## src/rtl/cpu_pkg.sv

```systemverilog
`default_nettype none
// ============================================================================
// Module   : cpu_pkg
// Purpose  : Shared types and constants for the fetch stage: PC width,
//            jump-LUT pointer width, run-control state encoding and the PC
//            value loaded on reset and on every start.
// Revision : 1.0 - initial release
// ============================================================================
package cpu_pkg;

    localparam int PC_W      = 10;
    localparam int LUT_PTR_W = 4;

    // PC value after reset and at the start of every run.
    localparam logic [PC_W-1:0] C_PC_RESET = '0;

    typedef enum logic [1:0] {
        IDLE = 2'd0,
        RUN  = 2'd1,
        DONE = 2'd2
    } fetch_state_t;

endpackage : cpu_pkg
`default_nettype wire

```

## src/rtl/jump_lut.sv

```systemverilog
`default_nettype none
// ============================================================================
// Module   : jump_lut
// Purpose  : DEPTH x DATA_W register array holding jump targets / offsets.
//            One synchronous write port, one combinational read port,
//            asynchronous clear of every entry.
// Ports    : clk        - clock
//            rst        - asynchronous active-high clear
//            i_wr_en    - write strobe (already qualified by the caller)
//            i_wr_addr  - write index
//            i_wr_data  - write value
//            i_rd_addr  - read index
//            o_rd_data  - entry at i_rd_addr
// Revision : 1.0 - initial release
// ============================================================================
module jump_lut
    import cpu_pkg::*;
#(
    parameter int DATA_W = cpu_pkg::PC_W,
    parameter int ADDR_W = cpu_pkg::LUT_PTR_W,
    parameter int DEPTH  = 2 ** ADDR_W
) (
    input  logic              clk,
    input  logic              rst,
    input  logic              i_wr_en,
    input  logic [ADDR_W-1:0] i_wr_addr,
    input  logic [DATA_W-1:0] i_wr_data,
    input  logic [ADDR_W-1:0] i_rd_addr,
    output logic [DATA_W-1:0] o_rd_data
);

    logic [DATA_W-1:0] r_mem_q [DEPTH];

    always_ff @(posedge clk or posedge rst) begin
        if (rst) begin
            for (int i = 0; i < DEPTH; i++) begin
                r_mem_q[i] <= '0;
            end
        end else if (i_wr_en) begin
            r_mem_q[i_wr_addr] <= i_wr_data;
        end
    end

    assign o_rd_data = r_mem_q[i_rd_addr];

endmodule : jump_lut
`default_nettype wire

```

## src/rtl/fetch_unit.sv

```systemverilog
`default_nettype none
// ============================================================================
// Module   : fetch_unit
// Purpose  : Program counter and branch-target stage. Holds the PC, the
//            16-entry jump-target LUT and the IDLE/RUN/DONE run-control FSM.
//            In RUN the PC increments or is redirected (absolute or signed
//            relative) through the LUT entry selected by lut_ptr.
// Ports    : clk, reset          - clock, asynchronous active-high reset
//            start               - begin execution at PC 0 (IDLE/DONE only)
//            halt                - stop execution (RUN only)
//            jmp_en, jmp_abs     - jump strobe and absolute/relative select
//            lut_ptr             - LUT index for jumps
//            lut_wr_en/addr/data - LUT write port (IDLE/DONE only)
//            prog_ctr            - current PC (instruction ROM address)
//            running, done       - registered state decodes
// Revision : 1.0 - initial release
// ============================================================================
module fetch_unit
    import cpu_pkg::*;
#(
    parameter int PC_W      = cpu_pkg::PC_W,
    parameter int LUT_DEPTH = 2 ** cpu_pkg::LUT_PTR_W
) (
    input  logic                 clk,
    input  logic                 reset,
    input  logic                 start,
    input  logic                 halt,
    input  logic                 jmp_en,
    input  logic                 jmp_abs,
    input  logic [LUT_PTR_W-1:0] lut_ptr,
    input  logic                 lut_wr_en,
    input  logic [LUT_PTR_W-1:0] lut_wr_addr,
    input  logic [PC_W-1:0]      lut_wr_data,
    output logic [PC_W-1:0]      prog_ctr,
    output logic                 running,
    output logic                 done
);

    localparam logic [PC_W-1:0] C_PC_ONE = {{(PC_W-1){1'b0}}, 1'b1};

    fetch_state_t      r_state_q;
    logic              r_running_q;
    logic              r_done_q;
    logic [PC_W-1:0]   r_pc_q;
    logic [PC_W-1:0]   w_pc_d;
    logic [PC_W-1:0]   w_lut_rd_data;
    logic              w_lut_wr_en;

    // Writes only outside RUN, so a read in RUN never races a write.
    assign w_lut_wr_en = lut_wr_en && (r_state_q != RUN);

    jump_lut #(
        .DATA_W (PC_W),
        .ADDR_W (LUT_PTR_W),
        .DEPTH  (LUT_DEPTH)
    ) u_jump_lut (
        .clk       (clk),
        .rst       (reset),
        .i_wr_en   (w_lut_wr_en),
        .i_wr_addr (lut_wr_addr),
        .i_wr_data (lut_wr_data),
        .i_rd_addr (lut_ptr),
        .o_rd_data (w_lut_rd_data)
    );

    // Next PC. The relative add is a plain PC_W-bit sum: a two's-complement
    // offset wraps modulo 2**PC_W exactly like a signed add would.
    always_comb begin
        w_pc_d = r_pc_q;
        if (r_state_q == RUN) begin
            if (!halt) begin
                if (jmp_en) begin
                    w_pc_d = jmp_abs ? w_lut_rd_data : (r_pc_q + w_lut_rd_data);
                end else begin
                    w_pc_d = r_pc_q + C_PC_ONE;
                end
            end
        end else if (start) begin
            w_pc_d = PC_W'(C_PC_RESET);
        end
    end

    always_ff @(posedge clk or posedge reset) begin
        if (reset) begin
            r_pc_q <= PC_W'(C_PC_RESET);
        end else begin
            r_pc_q <= w_pc_d;
        end
    end

    // Run-control FSM with registered running/done decodes.
    always_ff @(posedge clk or posedge reset) begin
        if (reset) begin
            r_state_q   <= IDLE;
            r_running_q <= 1'b0;
            r_done_q    <= 1'b0;
        end else begin
            case (r_state_q)
                IDLE, DONE: begin
                    if (start) begin
                        r_state_q   <= RUN;
                        r_running_q <= 1'b1;
                        r_done_q    <= 1'b0;
                    end
                end
                RUN: begin
                    if (halt) begin
                        r_state_q   <= DONE;
                        r_running_q <= 1'b0;
                        r_done_q    <= 1'b1;
                    end
                end
                default: begin
                    r_state_q   <= IDLE;
                    r_running_q <= 1'b0;
                    r_done_q    <= 1'b0;
                end
            endcase
        end
    end

    assign prog_ctr = r_pc_q;
    assign running  = r_running_q;
    assign done     = r_done_q;

endmodule : fetch_unit
`default_nettype wire

```

## config.mk

```make
export PLATFORM = sky130hd
export DESIGN_NAME = fetch_unit
export DESIGN_NICKNAME = d
export VERILOG_FILES = /design/src/rtl/cpu_pkg.sv /design/src/rtl/jump_lut.sv /design/src/rtl/fetch_unit.sv
export SDC_FILE = /design/constraint.sdc
export NUM_CORES = 1
export LEC_CHECK = 0
export CAP_MARGIN = 20
export CORE_ASPECT_RATIO = 2
export CORE_MARGIN = 3
export CORE_UTILIZATION = 35
export CTS_CLUSTER_SIZE = 10
export DETAILED_ROUTE_END_ITERATION = 7
export GPL_TIMING_DRIVEN = 0
export PLACE_DENSITY_LB_ADDON = 0.1
export SLEW_MARGIN = 20
export SYNTH_ARGS = -nofsm -noshare
export SYNTH_HDL_FRONTEND = slang
export SYNTH_SLANG_ARGS = --single-unit
```

## constraint.sdc

```tcl
create_clock -name clk -period 10.1 [get_ports clk]
set_input_delay 2.02 -clock clk [delete_from_list [all_inputs] [get_ports clk]]
set_output_delay 2.02 -clock clk [all_outputs]
set_load 0.01 [all_outputs]
```

## Word level (Yosys, flattened, before mapping)

Cells that the tools add are included.

| word-level totals | value |
|---|---|
| memories | 0 |
| bits in registers | 174 |
| memory bits (read-only) | 0 |
| bits in writable memories | 0 |
| latch bits | 0 |

| operators by class | value |
|---|---|
| reduce and logical (&&, ||, !) cells | 7 |
| shifts and indexed selects | 0 |
| multiplexer cells | 20 |
| $mul | 0 |
| bitwise operators | 2 |
| add/sub/neg operators | 2 |
| eq/ne operators | 6 |
| $lt $le $gt $ge | 3 |
| div/mod/pow operators | 0 |

Operators by type and width:

| operator | count |
|---|---|
| $bwmux W160 | 1 |
| $mux W10 | 8 |
| $bmux W10 S4 | 1 |
| $demux W10 S4 | 1 |
| $add A10 B1 Y10 const B | 1 |
| $add A10 B10 Y10 | 1 |
| $ge A5 B5 Y1 const B | 2 |
| $not A4 Y5 | 2 |
| $ne A2 B2 Y1 const B | 3 |
| $lt A5 B1 Y1 const B | 1 |
| $mux W1 | 4 |
| $mux W2 | 2 |
| $pmux W1 S2 | 2 |
| $pmux W2 S2 | 1 |
| $reduce_and A2 Y1 | 2 |
| $eq A2 B1 Y1 const B | 1 |
| $eq A2 B2 Y1 const B | 1 |
| $logic_and A1 B1 Y1 | 2 |
| $logic_not A2 Y1 | 1 |
| $ne A2 B1 Y1 const B | 1 |
| $reduce_bool A2 Y1 | 1 |
| $reduce_or A2 Y1 | 1 |

## Logic depth before layout (Yosys ltp)

Gate-level depths: netlist of the first run.

| logic depth | value |
|---|---|
| depth after elaboration | 9 |
| gate-level depth with buffers | 14 |

## By module

A second synthesis of the first run with hierarchy kept.

| unflattened totals | value |
|---|---|
| cells, all modules | 615 |
| area, all modules | 8,684.6 sq um |

By module, submodules not included:

| module | cells each | sequential area each (sq um) | area an instance (sq um) | instances |
|---|---|---|---|---|
| jump_lut | 452 | 4,003.8 | 7,407.1 | 1 |
| fetch_unit | 163 | 325.3 | 1,277.5 | 1 |

## Least setup slack after synthesis of the first run

OpenSTA, ideal clock, no wires.

| path | value |
|---|---|
| path kind | input to register |
| start | input lut_ptr[0] |
| end | register r_pc_q[7], in the netlist prog_ctr[7] |
| arrival | 4.820 ns |
| data required time | 9.974 ns |
| stages on the path | 14 |
| setup slack | 5.153 ns |
| path through | buf_6 -> buf_12 -> buf_8 -> mux4_2 -> nor2b_1 -> a211oi_1 -> a31oi_1 -> ha_1 -> and3_1 -> a2111oi_0 -> o21bai_1 -> xor2_1 -> nor2_1 -> o21ai_0 |

| between the ends | value |
|---|---|
| longest elaborated chain between the ends | 9 |

Ends and longest elaborated chain:

| element | RTL line | RTL |
|---|---|---|
| start, declared | fetch_unit.sv:30 | `input logic [LUT_PTR_W-1:0] lut_ptr,` |
| $not A4 Y5 (not written as such) * | jump_lut.sv:44 | `assign o_rd_data = r_mem_q[i_rd_addr];` |
| $bmux W10 S4 * | jump_lut.sv:44 |  |
| $mux W10 (not written as such) * (2 in a row) | jump_lut.sv:44 |  |
| $add A10 B10 Y10 | fetch_unit.sv:73 | `w_pc_d = jmp_abs ? w_lut_rd_data : (r_pc_q + w_lut_rd_data);` |
| $mux W10 * | fetch_unit.sv:73 |  |
| $mux W10 * | fetch_unit.sv:72 | `if (jmp_en) begin` |
| $mux W10 * | fetch_unit.sv:71 | `if (!halt) begin` |
| $mux W10 * | fetch_unit.sv:70 | `if (r_state_q == RUN) begin` |
| end signal, assigned | fetch_unit.sv:85 | `r_pc_q <= PC_W'(C_PC_RESET);` |
| end signal, assigned | fetch_unit.sv:87 | `r_pc_q <= w_pc_d;` |
| end, declared | fetch_unit.sv:44 | `logic [PC_W-1:0] r_pc_q;` |

Every way passes the cells marked *; elsewhere a longest branch is shown, timed or not. The select of a mux whose other input is x is not followed.
A chain may end at the register's enable or synchronous reset.

## Final worst setup path of the first run

| path | value |
|---|---|
| start | input lut_ptr[2] |
| end | register r_pc_q[7], in the netlist prog_ctr[7] |

Same word-level chain as after synthesis.

==> results of run 1 <==
## state kept, by name, summed over array words and instances, names as in the netlist
name and cells:
prog_ctr 10, u_jump_lut.r_mem_q 160, running 1, done 1, r_state_q 1
## cells by family after synthesis
logic type,count (synthesis),synth area share [%]
AND/OR/NAND/NOR,91,5.80
AO/OA/AOI/OAI,68,5.31
multiplexers,209,33.3
flip-flops,173,50.5
XOR/XNOR,10,1.02
adder cells (fa/ha/maj),11,1.69
buffers and inverters,39,2.39
## per-layer routing
layer  up-vias  global-route usage, %
li1       2368                      -
met1      2843                   21.7
met2       116                   34.0
met3        53                   3.70
met4         0                   10.4
met5         -                      0
## power breakdown
group	internal [µW]	switching [µW]
clock network	377	272
registers	899	112
logic	317	226
total	1590	610
## path summary, 6_finish.rpt
kind	startpoint	to	slack, ps	cells after the start
setup / recovery	lut_ptr[2]	prog_ctr[7]$_DFFE_PP0P_	4150	13
hold / removal	u_jump_lut.r_mem_q[50]$_DFFE_PP0P_	u_jump_lut.r_mem_q[50]$_DFFE_PP0P_	500	1
setup reg to reg	u_jump_lut.r_mem_q[74]$_DFFE_PP0P_	prog_ctr[7]$_DFFE_PP0P_	6230	11
hold reg to reg	u_jump_lut.r_mem_q[50]$_DFFE_PP0P_	u_jump_lut.r_mem_q[50]$_DFFE_PP0P_	500	1
max in group asynchronous	reset	u_jump_lut.r_mem_q[49]$_DFFE_PP0P_	7110	3
min in group asynchronous	reset	u_jump_lut.r_mem_q[118]$_DFFE_PP0P_	2060	2
## per-stage QoR
| stage | setup slack [ps] | cells | power, µW |
|---|---|---|---|
| 2_1_floorplan | 3390 | 601 | 1400 |
| 3_3_place_gp | 1270 | 920 | 1530 |
| 3_5_place_dp | 3700 | 921 | 1570 |
| 4_1_cts | 4160 | 949 | 2220 |
| 5_1_grt | 3830 | 949 | 2320 |
| 6_report | 4150 | 949 | 2200 |
## critical path, cell delays in order
cell	delay (ps)
clkdlybuf4s50_1	620
buf_4	280
buf_1	530
mux4_2	400
a211oi_1	240
a21oi_1	110
ha_1	380
and3_1	170
a2111oi_0	890
o21bai_1	190
xor2_1	200
nor2_1	130
o21ai_0	100
## layout make-up
cell class	instances	area [µm²]	area share, %
sequential	173	4330	43.8
multi-input combinational	389	4070	41.2
clock buffer	21	470	4.76
tap	287	359	3.64
timing repair buffer	33	348	3.52
buffer	29	168	1.70
clock inverter	7	91.3	0.925
inverter	10	45.0	0.456
## cells in the mapped netlist (all sizes together), types with 6 or more instances
master / count / area (µm²)
nor2b: 7 / 43.8
mux2i: 6 / 60.1
buf: 12 / 104
nand2: 20 / 75.1
clkbuf: 17 / 63.8
and3: 7 / 43.8
nand4: 6 / 37.5
a21oi: 19 / 95.1
dfrtp: 173 / 4330
mux4: 43 / 998
ha: 10 / 125
inv: 10 / 37.5
nand2b: 6 / 37.5
mux2: 160 / 1800
nor3: 6 / 50.1
a211oi: 7 / 57.6
nor2: 25 / 116
o21ai: 12 / 60.1
==> impl_metrics.toml, run 1 <==
[clock_network]
post_cts_buffers = 0
cts_resized = 0
clock_sinks = 173
clock_latency_ps = 440
htree_levels = 4
cts_tree = "yes"
cts.path.max_buffers = 2
numCtsBuffers = 17
cts_root_buf = "clkbuf_16"
ctsHoldBuffers = 0
clkTransAtPathRegs_ps = 70

[setup_path]
crit_path_end_kind = "flip-flop"
startpoint_type = "primary input"
crit_type = "primary input to flip-flop"
cp.arrival_ps = 6270
crit_fanout = 10
crit_required_ps = 10420

[cells_and_area]
nFillCells = 2256
layout_commonest_cell = "dfrtp_1"
final_nets = 689
final_cell_mix = "173 x dfrtp_1, 160 x mux2_2, 35 x mux4_2, 32 x clkdlybuf4s50_1, 20 x nand2_1"
fin_util_pct = 41.1
design_area_um2 = 9880
synthToLayoutAreaGrowth_pct = 15.1
drive_gt1_share_pct = 38.2
antenna_cells = 0

[sta]
drv_slew = 0
finalSetupViolCount = 0
skew_ps = 8.34
holdWs_ps = 498
fmaxAchievable_mhz = 168
rsz0062_at_grt = "no"
tightest_slew_ps = 1070
slew_headroom_pct = 28.9
setup_tns_ps = 0
min_period_ps = 5950
post-route-period-util_pct = 58.9
finalHoldViolCount = 0

[global_routing]
grt_max_degree = 96
grt-ovfl-total = 0
antenna_found_initial = 0
grt_pass1_wl_mm = 36.7
grtUsageTotal_pct = 19.4
first_global_vias = 5844

[drt]
drt_iter0_drc = 318
routed_wl_mm = 24.2
drc = 0
drt_first_pass_iters = 6
dr_wl_met2_mm = 13.2
vias = 5380
post_drt_via_cell_ratio = 5.67
ant_nets = 0
dr_wl_met3_um = 707
wl_met1_mm = 9.00
wl_per_cell_um = 25.5
highest_layer = "met4"

[status]
outcome = "finished, final reports clean"

[yosys]
synth.distinct_cells = 54
async_flop_share_pct = 100
postSynthAreaPerCell_um2 = 14.3
synth.yosys.seq_area_share_pct = 50.5
ys_ff_latch = 173
ys.flop_type = "dfrtp_1"
synth_cells = 601
yosysWarnings = 0
synthesis.nets = 637
synth_edf_count = 0
netlist_area_um2 = 8580

[power_and_ir_drop]
p_leak_uw = 0.00423
peakVddDrop_mv = 0.106
power.density_nw_per_um2 = 223

[worst_hold_path]
hold_class = "flip-flop to flip-flop"

[placed_design]
routabilityCongestion = 0.837
dp_hpwl_mm = 17.0
io_buffers = 32
dpl_cell_area_um2 = 9310

[die]
fp-row-count = 80
start_util_pct = 35.7
die_h_um = 227
fp.dieArea_um2 = 26500
core_um2 = 24000
dieWidth_um = 117
ios = 37

[flow_run]
cap_violations = 0
(Power assumes the default switching activity.)
==> inputs of run 2 (changes only) <==
- clock period: 10.1 -> 6.2 ns (I/O delays scaled with it)
==> results of run 2 <==
The final DEF is identical to that of run 1. Status: finished, final reports clean.
Main changes from that run: setup slack after placement 3700 ps -> 577 ps; setup slack after layout 4150 ps -> 1030 ps; register-to-register setup slack 6230 ps -> 2330 ps; total power 2200 µW -> 3590 µW; worst IR drop on VDD 0.106 mV -> 0.172 mV
==> inputs of run 3 (changes only) <==
- clock period: 6.2 -> 4.7 ns (I/O delays scaled with it)
==> impl_metrics.toml, run 3 (same netlist as run 1, synthesis figures left out) <==
[status]
outcome = "finished, final reports clean"

[sta]
finalHoldViolCount = 0
drv_slew = 0
min_period_ps = 4490
slew_headroom_pct = 23.3
finalSetupViolCount = 0
post-route-period-util_pct = 95.6
rsz0062_at_grt = "no"
holdWs_ps = 500
fmaxAchievable_mhz = 223
tightest_slew_ps = 1150
skew_ps = 9.47

[setup_path]
crit_path_end = "prog_ctr[7]$_DFFE_PP0P_"
reg2reg_from = "u_jump_lut.r_mem_q[134]$_DFFE_PP0P_"
critPathLaunch = "lut_ptr[3]"
startpoint_type = "primary input"
r2r-end = "prog_ctr[7]$_DFFE_PP0P_"
cp.arrival_ps = 4810
crit_required_ps = 5020
crit_type = "primary input to flip-flop"
crit_path_end_kind = "flip-flop"
reg2reg_depth = 11
r2r_slack_ps = 1060
crit_fanout = 10

[clock_network]
cts.path.max_buffers = 2
htree_levels = 4
post_cts_buffers = 0
clock_latency_ps = 440
clock_sinks = 173
cts_root_buf = "clkbuf_16"
clkTransAtPathRegs_ps = 70
ctsHoldBuffers = 0
cts_tree = "yes"
numCtsBuffers = 17

[power_and_ir_drop]
p_leak_uw = 0.00428
peakVddDrop_mv = 0.224
power_uw = 4830
power.density_nw_per_um2 = 482

[drt]
routed_wl_mm = 24.2
wl_per_cell_um = 25.3
drt_iter0_drc = 272
vias = 5373
post_drt_via_cell_ratio = 5.61
drc = 0
drt_first_pass_iters = 4
ant_nets = 0

[flow_run]
cap_violations = 0

[placed_design]
routabilityCongestion = 0.835
dp_hpwl_mm = 17.6
dpl_cell_area_um2 = 9420
io_buffers = 32
dp_cells = 927

[cells_and_area]
largest_reg_flops = 160
design_area_um2 = 10000
antenna_cells = 0
top_register = "u_jump_lut.r_mem_q"
final_cell_mix = "173 x dfrtp_1, 160 x mux2_2, 35 x mux4_2, 32 x clkdlybuf4s50_1, 20 x nand2_1"
fin_cells = 958
final_nets = 694
fin_util_pct = 41.8
synthToLayoutAreaGrowth_pct = 16.9
drive_gt1_share_pct = 39.3
layout_commonest_cell = "dfrtp_1"

[die]
core_um2 = 24000
fp.dieArea_um2 = 26500
fp-row-count = 80
start_util_pct = 35.7
ios = 37
dieWidth_um = 117
die_h_um = 227

[global_routing]
antenna_found_initial = 0
first_global_vias = 5844
grt_max_degree = 35
grt-ovfl-total = 0
grtUsageTotal_pct = 19.3
grt_pass1_wl_mm = 36.5

[worst_hold_path]
hold_class = "flip-flop to flip-flop"
==> run 3: layer usage <==
layer,GRT usage [%],share of wire [%]
met5,0,0
met4,9.30,4.2
met3,2.90,2.2
met2,35.5,56
met1,21.2,37
==> run 3: how the worst min path moves through the flow <==
stage / cells after the start / to / startpoint / slack, ps
floorplan: 1 / running$_DFFE_PP0P_ / r_state_q[0]$_DFFE_PP0P_ / 470
global placement: 1 / u_jump_lut.r_mem_q[70]$_DFFE_PP0P_ / u_jump_lut.r_mem_q[70]$_DFFE_PP0P_ / 480
detailed placement: 1 / u_jump_lut.r_mem_q[115]$_DFFE_PP0P_ / u_jump_lut.r_mem_q[115]$_DFFE_PP0P_ / 490
CTS: 1 / u_jump_lut.r_mem_q[115]$_DFFE_PP0P_ / u_jump_lut.r_mem_q[115]$_DFFE_PP0P_ / 500
global route: 1 / u_jump_lut.r_mem_q[144]$_DFFE_PP0P_ / u_jump_lut.r_mem_q[144]$_DFFE_PP0P_ / 510
finish: 1 / u_jump_lut.r_mem_q[51]$_DFFE_PP0P_ / u_jump_lut.r_mem_q[51]$_DFFE_PP0P_ / 500
==> run 3: area by class of cell <==
cell class	instances	area (µm²)
buffer	28	164
clock buffer	19	453
clock inverter	13	165
fill	2195	14000
inverter	10	41.3
multi-input combinational	389	4060
sequential	173	4330
tap	287	359
timing repair buffer	39	459
==> run 3: what timing repair did <==
item                       4_1_cts  5_1_grt
setup endpoints to repair        1        2
pin swaps                        0        0
resized for setup                0        1
==> run 3: worst max-delay path, cell delays in order <==
cell and delay [ps]:
clkdlybuf4s50_1 830, clkbuf_1 620, mux2i_1 380, a21oi_1 170
ha_1 390, and3_1 230, a2111oi_1 700, o21bai_1 150
xor2_1 170, nor2_1 130, o21ai_0 100
==> run 3: per-stage QoR <==
| stage | setup TNS, ps | setup slack, ps |
|---|---|---|
| CTS | 0 | 45.1 |
| floorplan | 0 | 833 |
| finish | 0 | 209 |
| detailed placement | -1180 | -527 |
| global placement | -1200 | -541 |
| global route | 0 | 2.03 |
==> run 3: power breakdown <==
| group | internal, µW | leakage (µW) | total, µW | switching (µW) |
|---|---|---|---|---|
| logic | 690 | 0.00182 | 1170 | 484 |
| registers | 1930 | 0.00218 | 2170 | 243 |
| clock network | 865 | 0.000280 | 1480 | 619 |
